**src/rtl/frame_tx.sv**
```systemverilog
// Serial frame transmitter: start bit (1), guard bit (0), DATA_W data bits MSB-first,
// then an optional forced-low gap. The line idles low; every output is a flop.
module frame_tx #(
    parameter int unsigned DATA_W  = 1,
    parameter int unsigned GAP_CYC = 0
) (
    input  logic              clk,
    input  logic              reset,
    input  logic              tx_valid,
    input  logic [DATA_W-1:0] tx_data,
    output logic              tx_ready,
    output logic              dout,
    output logic              busy,
    output logic              tx_done
);

    localparam int unsigned BW = (DATA_W > 1) ? $clog2(DATA_W) : 1;
    localparam int unsigned GW = (GAP_CYC > 1) ? $clog2(GAP_CYC) : 1;

    localparam logic [2:0] S_IDLE  = 3'd0;
    localparam logic [2:0] S_START = 3'd1;
    localparam logic [2:0] S_GUARD = 3'd2;
    localparam logic [2:0] S_DATA  = 3'd3;
    localparam logic [2:0] S_GAP   = 3'd4;

    logic [2:0]        state_q, state_d;
    logic [BW-1:0]     bitCnt_q, bitCnt_d;
    logic [GW-1:0]     gapCnt_q, gapCnt_d;
    logic [DATA_W-1:0] shift_q, shift_d;
    logic              dout_q, dout_d;
    logic              busy_q, busy_d;
    logic              ready_q, ready_d;
    logic              done_q, done_d;

    // Outputs are computed for the state being entered so they come straight off flops.
    always_comb begin
        state_d  = state_q;
        bitCnt_d = bitCnt_q;
        gapCnt_d = gapCnt_q;
        shift_d  = shift_q;
        dout_d   = 1'b0;
        busy_d   = busy_q;
        ready_d  = ready_q;
        done_d   = 1'b0;

        case (state_q)
            S_IDLE: begin
                if (tx_valid && ready_q) begin
                    state_d  = S_START;
                    shift_d  = tx_data;
                    bitCnt_d = BW'(DATA_W - 1);
                    dout_d   = 1'b1;
                    busy_d   = 1'b1;
                    ready_d  = 1'b0;
                end
            end
            S_START: begin
                state_d = S_GUARD;
            end
            S_GUARD: begin
                state_d = S_DATA;
                dout_d  = shift_q[DATA_W-1];
                shift_d = shift_q << 1;
                done_d  = (bitCnt_q == '0);
            end
            S_DATA: begin
                // bitCnt_q counts data bits still to go after the one on the line now.
                if (bitCnt_q == '0) begin
                    if (GAP_CYC > 0) begin
                        state_d  = S_GAP;
                        gapCnt_d = GW'(GAP_CYC - 1);
                    end else begin
                        state_d = S_IDLE;
                        busy_d  = 1'b0;
                        ready_d = 1'b1;
                    end
                end else begin
                    bitCnt_d = bitCnt_q - BW'(1);
                    dout_d   = shift_q[DATA_W-1];
                    shift_d  = shift_q << 1;
                    done_d   = (bitCnt_q == BW'(1));
                end
            end
            S_GAP: begin
                if (gapCnt_q == '0) begin
                    state_d = S_IDLE;
                    busy_d  = 1'b0;
                    ready_d = 1'b1;
                end else begin
                    gapCnt_d = gapCnt_q - GW'(1);
                end
            end
            default: begin
                state_d = S_IDLE;
                busy_d  = 1'b0;
                ready_d = 1'b1;
            end
        endcase
    end

    always_ff @(posedge clk) begin
        if (!reset) begin
            state_q  <= S_IDLE;
            bitCnt_q <= '0;
            gapCnt_q <= '0;
            shift_q  <= '0;
            dout_q   <= 1'b0;
            busy_q   <= 1'b0;
            ready_q  <= 1'b1;
            done_q   <= 1'b0;
        end else begin
            state_q  <= state_d;
            bitCnt_q <= bitCnt_d;
            gapCnt_q <= gapCnt_d;
            shift_q  <= shift_d;
            dout_q   <= dout_d;
            busy_q   <= busy_d;
            ready_q  <= ready_d;
            done_q   <= done_d;
        end
    end

    assign dout     = dout_q;
    assign busy     = busy_q;
    assign tx_ready = ready_q;
    assign tx_done  = done_q;

endmodule
```
**config.mk**
```make
export PLATFORM = sky130hd
export DESIGN_NAME = frame_tx
export DESIGN_NICKNAME = d
export VERILOG_FILES = /design/src/rtl/frame_tx.sv
export SDC_FILE = /design/constraint.sdc
export NUM_CORES = 1
export LEC_CHECK = 0
export CAP_MARGIN = 20
export CORE_AREA = 10 10 47 49
export CTS_CLUSTER_SIZE = 8
export DETAILED_ROUTE_END_ITERATION = 10
export DIE_AREA = 0 0 57 59
export SYNTH_ARGS = -nofsm -noshare
export SYNTH_HDL_FRONTEND = slang
export SYNTH_SLANG_ARGS = --single-unit
```
**constraint.sdc**
```tcl
create_clock -name clk -period 1.69 [get_ports clk]
set_input_delay 0.507 -clock clk [delete_from_list [all_inputs] [get_ports clk]]
set_output_delay 0.507 -clock clk [all_outputs]
set_load 0.01 [all_outputs]
```
==> flow_metrics.tcl, run 1 <==
set metrics [dict create \
    r2r_start "state_q[1]" \
    gp_congestion 0.662 \
    pre_cts_slack_ns 0.0730 \
    rrSetupSlack_ns 0.34 \
    synthCells 32 \
    grt_pass1_vias 253 \
    crit_family "buffers and inverters" \
    ys_types 18 \
    worstPathCellList "clkdlybuf4s50_1" \
    pwr-share-clk 0.193 \
    tightest_slew_ns 0.261 \
    relSlewSlack 0.824 \
    r2r_cells 5 \
    syn_nets 41 \
    clk_path_buf_depth 2 \
    start_util 0.247 \
    critPathKind "register to output pin" \
    finalHoldViolations 0 \
    avgSynthCellArea_um2 10.8 \
    drive_gt1_frac 0.136 \
    ios 8 \
    row_count 14 \
    drtPass1Iterations 2 \
    wl_met2_um 257 \
    antenna_found_initial 0 \
    holdPathEnd "shift_q" \
    ir_drop_mv 0.451 \
    fill_cells 153 \
    synthArstFlopShare 0 \
    p_leak_nw 0.197 \
    cts_made_buffers 3 \
    port_buffers 7 \
    yosys.area.top_type "dfxtp_1" \
    path_clk_slew_ns 0.05 \
    setup_viol 0 \
    path_max_fanout 2 \
    insertion_delay_ns 0.25 \
    rsz0062_at_grt "no" \
    critical_path_arrival_ns 1.12 \
    switching_power_mw 0.294 \
    root_buffer "clkbuf_4" \
    grt_pass1_wl_um 1100 \
    worstSetupEndpointType "output pin" \
    drv_slew 0 \
    synthFlopType "dfxtp_1" \
    max_freq_ghz 0.613 \
    holdPathStages 2 \
    tritoncts "done" \
    die_y_um 59 \
    post-dp-hpwl_um 518 \
    synth_area_leaders "dfxtp_1 40%, ha_1 18%, a21boi_4 5.4%" \
    vias 263 \
    ys_top_cells_by_count "7 x dfxtp_1, 5 x ha_1, 3 x inv_1" \
    status "complete, no violations" \
    switching_share 0.362 \
    cts.sink_count 7 \
    setup_slack_ns 0.0595 \
    maxUsedRoutingLayer "met4" \
    die_area_mm2 0.00336 \
    setup_tns_ns 0 \
    post_cts_resize_count 0 \
    crit_buf_inv 1 \
    grt_max_degree 10 \
    coreArea_mm2 0.00140 \
    dr.first_iter.drc_count 2 \
    required_ns 1.18 \
    met1_length_um 308 \
    ys_warn_count 0 \
    die_w_um 57 \
    pwr-share-seq 0.322 \
    synth.top_cell.area_share 0.404 \
    synth.cell_area_um2 347 \
    fin_nets 54 \
    grt_use_total 0.0451 \
    drc 0 \
    ys_ff_latch 7 \
    viasPerCell 4.38 \
    drtAntennaViolNets 0 \
    cp_num_cells 1 \
    wl_per_cell_um 11.1 \
    yosysSeqAreaShare 0.404 \
    syn2layout_area_growth_pct 36.5 \
    cap_viol_max_count 0 \
    timing.hold.ws_ns 0.488 \
    cp-start-kind "register" \
    finalCriticalPeriod_ns 1.63 \
    crit_slowest_cell "clkdlybuf4s50_1" \
    reg2reg_to "shift_q" \
    synth_edf_count 0 \
    min-delay-start "shift_q" \
    htree_levels 1 \
    fin_crit_sh 0.965 \
    ctsHoldBuffers 0 \
    overflow 0 \
    skew_ns 0.000817 \
    wl_um 666 \
    diodes 0 \
    yosysMostFrequentCell "dfxtp_1" \
    power_frac_comb 0.485 \
    max_stage_delay_ns 0.54 \
    cts_setup_buffers 0 \
    met3_length_um 63 \
    worstHoldPathType "register to register" \
    intPower_mw 0.517 \
    powerDensity_mw_per_mm2 1710 \
    p_total_mw 0.810 \
]
-- stage by stage --
stage	instances	util	cell area (um^2)
floorplan	32	-	347
global placement	56	0.319	447
detailed placement	56	0.319	447
CTS	60	0.338	473
global route	60	0.338	473
finish	60	0.338	473
-- state kept, by name (all words and copies together) (netlist names) --
| signal | flops |
|---|---|
| state_q | 2 |
| shift_q | 1 |
| tx_done | 1 |
| dout | 1 |
| tx_ready | 1 |
| busy | 1 |
-- area by class of cell --
type | count | area, um^2 | area share
Clock buffer | 4 | 26.3 | 0.0556
Sequential cell | 7 | 140 | 0.296
Multi-Input combinational cell | 21 | 190 | 0.402
Timing Repair Buffer | 9 | 85.1 | 0.180
Tap cell | 16 | 20.0 | 0.0423
Inverter | 3 | 11.3 | 0.0238
-- power groups by stage --
| stage | Sequential [mW] | Combinational, mW | Clock [mW] |
|---|---|---|---|
| 6_report | 0.261 | 0.393 | 0.156 |
| 5_1_grt | 0.269 | 0.439 | 0.169 |
| 4_1_cts | 0.261 | 0.397 | 0.162 |
| 3_5_place_dp | 0.264 | 0.396 | 0 |
| 3_3_place_gp | 0.262 | 0.392 | 0 |
| 2_1_floorplan | 0.280 | 0.247 | 0 |
-- cells in the final DEF, fill, tap and decap left out, types with 2 or more instances in the layout --
cell             Yosys  routed
o211ai_1             2       2
clkbuf_4             0       3
clkdlybuf4s50_1      0       7
nand2_1              2       2
inv_1                3       3
ha_1                 5       5
buf_4                0       2
dfxtp_1              7       7
-- worst max path at each step --
stage,startpoint,to,slack (ns)
CTS,tx_ready,tx_ready,0.04
floorplan,state_q[0],shift_q,0.45
finish,tx_ready,tx_ready,0.06
global placement,reset,shift_q,0.08
global route,tx_ready,tx_ready,0.02
detailed placement,tx_valid,state_q[1],0.07
-- kinds of logic (layout without fill, tap and decap cells) --
| logic type | Yosys count | after routing | synth area share |
|---|---|---|---|
| compound gates | 9 | 9 | 0.238 |
| fa+ha+maj | 5 | 5 | 0.181 |
| simple gates | 6 | 6 | 0.101 |
| flops | 7 | 7 | 0.404 |
| buf+inv | 4 | 16 | 0.0469 |
| mux | 1 | 1 | 0.0289 |
-- metal layers --
metal,up-vias,global-route usage
met5,-,0
met4,0,0.0604
met3,4,0.0258
met2,8,0.0558
met1,110,0.0457
li1,141,-
(Power assumes the default switching activity.)
==> inputs of run 2 (changes only) <==
--- a/config.mk
+++ b/config.mk
@@ -5,11 +5,14 @@
 export SDC_FILE = /design/constraint.sdc
 export NUM_CORES = 1
 export LEC_CHECK = 0
+export ABC_AREA = 1
 export CAP_MARGIN = 20
 export CORE_AREA = 10 10 47 49
+export CTS_CLUSTER_DIAMETER = 200
 export CTS_CLUSTER_SIZE = 8
 export DETAILED_ROUTE_END_ITERATION = 10
 export DIE_AREA = 0 0 57 59
+export GPL_ROUTABILITY_DRIVEN = 0
 export SYNTH_ARGS = -nofsm -noshare
 export SYNTH_HDL_FRONTEND = slang
 export SYNTH_SLANG_ARGS = --single-unit
==> run 2 against run 1 <==
Compared with the run above: sequential power hardly changed; die area is the same; routed wire length up 0.30%; critical path depth is the same; worst hold slack better by 0.0035 ns; flip-flop and latch count is the same; clock-buffer cell count did not move; first-iteration DRC count increased to 2.5 times the previous value; synthesized cell count is 47% higher; global-route usage up 0.069 points; combinational power grew 11%; largest cell class unchanged; highest routed layer is now met3.
==> flow_metrics.tcl, run 2 <==
set metrics [dict create \
    htree_levels 1 \
    synth_area_leaders "dfxtp_1 37%, ha_1 17%, nand2_1 11%" \
    max_stage_delay_ns 0.54 \
    cts_setup_buffers 0 \
    ios 8 \
    ir_drop_mv 0.631 \
    coreArea_mm2 0.00140 \
    skew_ns 0.00785 \
    antenna_found_initial 0 \
    cp-start-kind "register" \
    tightest_slew_ns 0.231 \
    synthArstFlopShare 0 \
    top_usage_layer "met2" \
    die_area_mm2 0.00336 \
    grt_pass1_wl_um 1140 \
    finalHoldViolations 0 \
    yosysSeqAreaShare 0.373 \
    wl_per_cell_um 9.03 \
    required_ns 1.18 \
    worstSetupEndpointType "output pin" \
    grt_max_degree 8 \
    root_buffer "clkbuf_4" \
    stdcell_area_um2 490 \
    use_met2 0.0636 \
    ys_warn_count 0 \
    largest_reg_flops 2 \
    drtAntennaViolNets 0 \
    ys_top_cells_by_count "11 x nand2_1, 7 x dfxtp_1, 7 x inv_1" \
    worstHoldPathType "register to register" \
    rsz0062_at_grt "no" \
    cap_viol_max_count 0 \
    ctsHoldBuffers 0 \
    crit_slowest_cell "clkdlybuf4s50_1" \
    path_max_fanout 2 \
    cts.sink_count 7 \
    drc 0 \
    crit_buf_inv 1 \
    tritoncts "done" \
    intPower_mw 0.507 \
    finalCriticalPeriod_ns 1.62 \
    p_leak_nw 0.244 \
    critical_path_arrival_ns 1.12 \
    path_clk_slew_ns 0.05 \
    synthCells 47 \
    layout_commonest_cell "nand2_1" \
    synth_edf_count 0 \
    vias 311 \
    drtPass1Iterations 2 \
    overflow 0 \
    cts_made_buffers 3 \
    placed_cell_area_um2 465 \
    avgSynthCellArea_um2 7.99 \
    viasPerCell 4.20 \
    dr.first_iter.drc_count 5 \
    power_frac_comb 0.517 \
    yosys.area.top_type "dfxtp_1" \
    mostFrequentLayoutCells "11 x nand2_1, 7 x inv_1, 7 x dfxtp_1" \
    row_count 14 \
    max_freq_ghz 0.616 \
    setup_tns_ns 0 \
    met3_usage 0.0536 \
    die_y_um 59 \
    syn_nets 56 \
    ys_types 13 \
    worstPathCellList "clkdlybuf4s50_1" \
    wl_um 668 \
    post-dp-hpwl_um 545 \
    status "complete, no violations" \
    yosysMostFrequentCell "nand2_1" \
    stdcell_count 74 \
    grt_pass1_vias 295 \
    drive_gt1_frac 0.138 \
    diodes 0 \
    synth.cell_area_um2 375 \
    pwr-share-seq 0.305 \
    pwr-share-clk 0.178 \
    relSlewSlack 0.845 \
    setup_viol 0 \
    start_util 0.268 \
    grt_use_total 0.0458 \
    ys_ff_latch 7 \
    synthFlopType "dfxtp_1" \
    crit_family "buffers and inverters" \
    fin_util 0.350 \
    regMostFlops "state_q" \
    critPathKind "register to output pin" \
    use_met1 0.0404 \
    switching_share 0.401 \
    switching_power_mw 0.340 \
    clk_path_buf_depth 2 \
    insertion_delay_ns 0.25 \
    dp.cells 70 \
    drv_slew 0 \
    fin_nets 68 \
    syn2layout_area_growth_pct 30.7 \
    port_buffers 7 \
    die_w_um 57 \
    powerDensity_mw_per_mm2 1730 \
    fin_crit_sh 0.961 \
    synth.top_cell.area_share 0.373 \
]
[run 2: cell count changes in the layout (fill, tap and decap cells not counted), sizes merged, moves of 2 or more]
cell | previous run | this run
nor2 | 0 | 6
buf | 2 | 0
nand2 | 2 | 15
o211ai | 2 | 0
inv | 3 | 7
a21oi | 0 | 3
[run 2: through the flow]
step | worst slack [ns] | power [mW] | hold slack, ns
after floorplan | 0.621 | 0.590 | 0.500
after global placement | 0.199 | 0.707 | 0.482
after detailed placement | 0.192 | 0.711 | 0.484
after CTS | 0.0421 | 0.865 | 0.503
after global routing | 0.00642 | 0.937 | 0.537
final | 0.0667 | 0.847 | 0.492
[run 2: layout make-up]
cell class                      instances  area (um^2)
Clock buffer                            4         26.3
Fill cell                             151          911
Inverter                                7         26.3
Multi-Input combinational cell         33          209
Sequential cell                         7          140
Tap cell                               16         20.0
Timing Repair Buffer                    7         68.8
[run 2: per-layer routing]
metal / routed length (um) / vias up
met1: 287 / 137
met2: 293 / 8
met5: 0 / -
li1: - / 166
met4: 0 / 0
met3: 87 / 0
[run 2: cell families (layout without fill, tap and decap cells)]
kind of cell	after synthesis	after routing	share of synthesized area
buffers and inverters	7	18	0.0700
AND/OR/NAND/NOR	24	24	0.337
adder cells (fa/ha/maj)	5	5	0.167
flip-flops	7	7	0.373
AO/OA/AOI/OAI	4	4	0.0533
[run 2: power by group through the flow]
stage | logic, mW | registers (mW) | clock network, mW
after floorplan | 0.318 | 0.271 | 0
after global placement | 0.447 | 0.260 | 0
after detailed placement | 0.450 | 0.261 | 0
after CTS | 0.448 | 0.258 | 0.159
after global routing | 0.501 | 0.263 | 0.174
final | 0.438 | 0.258 | 0.151
[run 2: worst paths after layout]
path              start        to  slack (ns)  cells after the start
min                busy      busy        0.49                      2
min reg2reg        busy      busy        0.49                      2
max                busy      busy        0.07                      1
max reg2reg  state_q[0]  tx_ready        0.51                      6
[run 2: what timing repair did]
action                                 in CTS  in global routing
setup endpoints to repair                   1                  0
endpoints found under the hold margin       0                  0
resized for setup                           1                  0
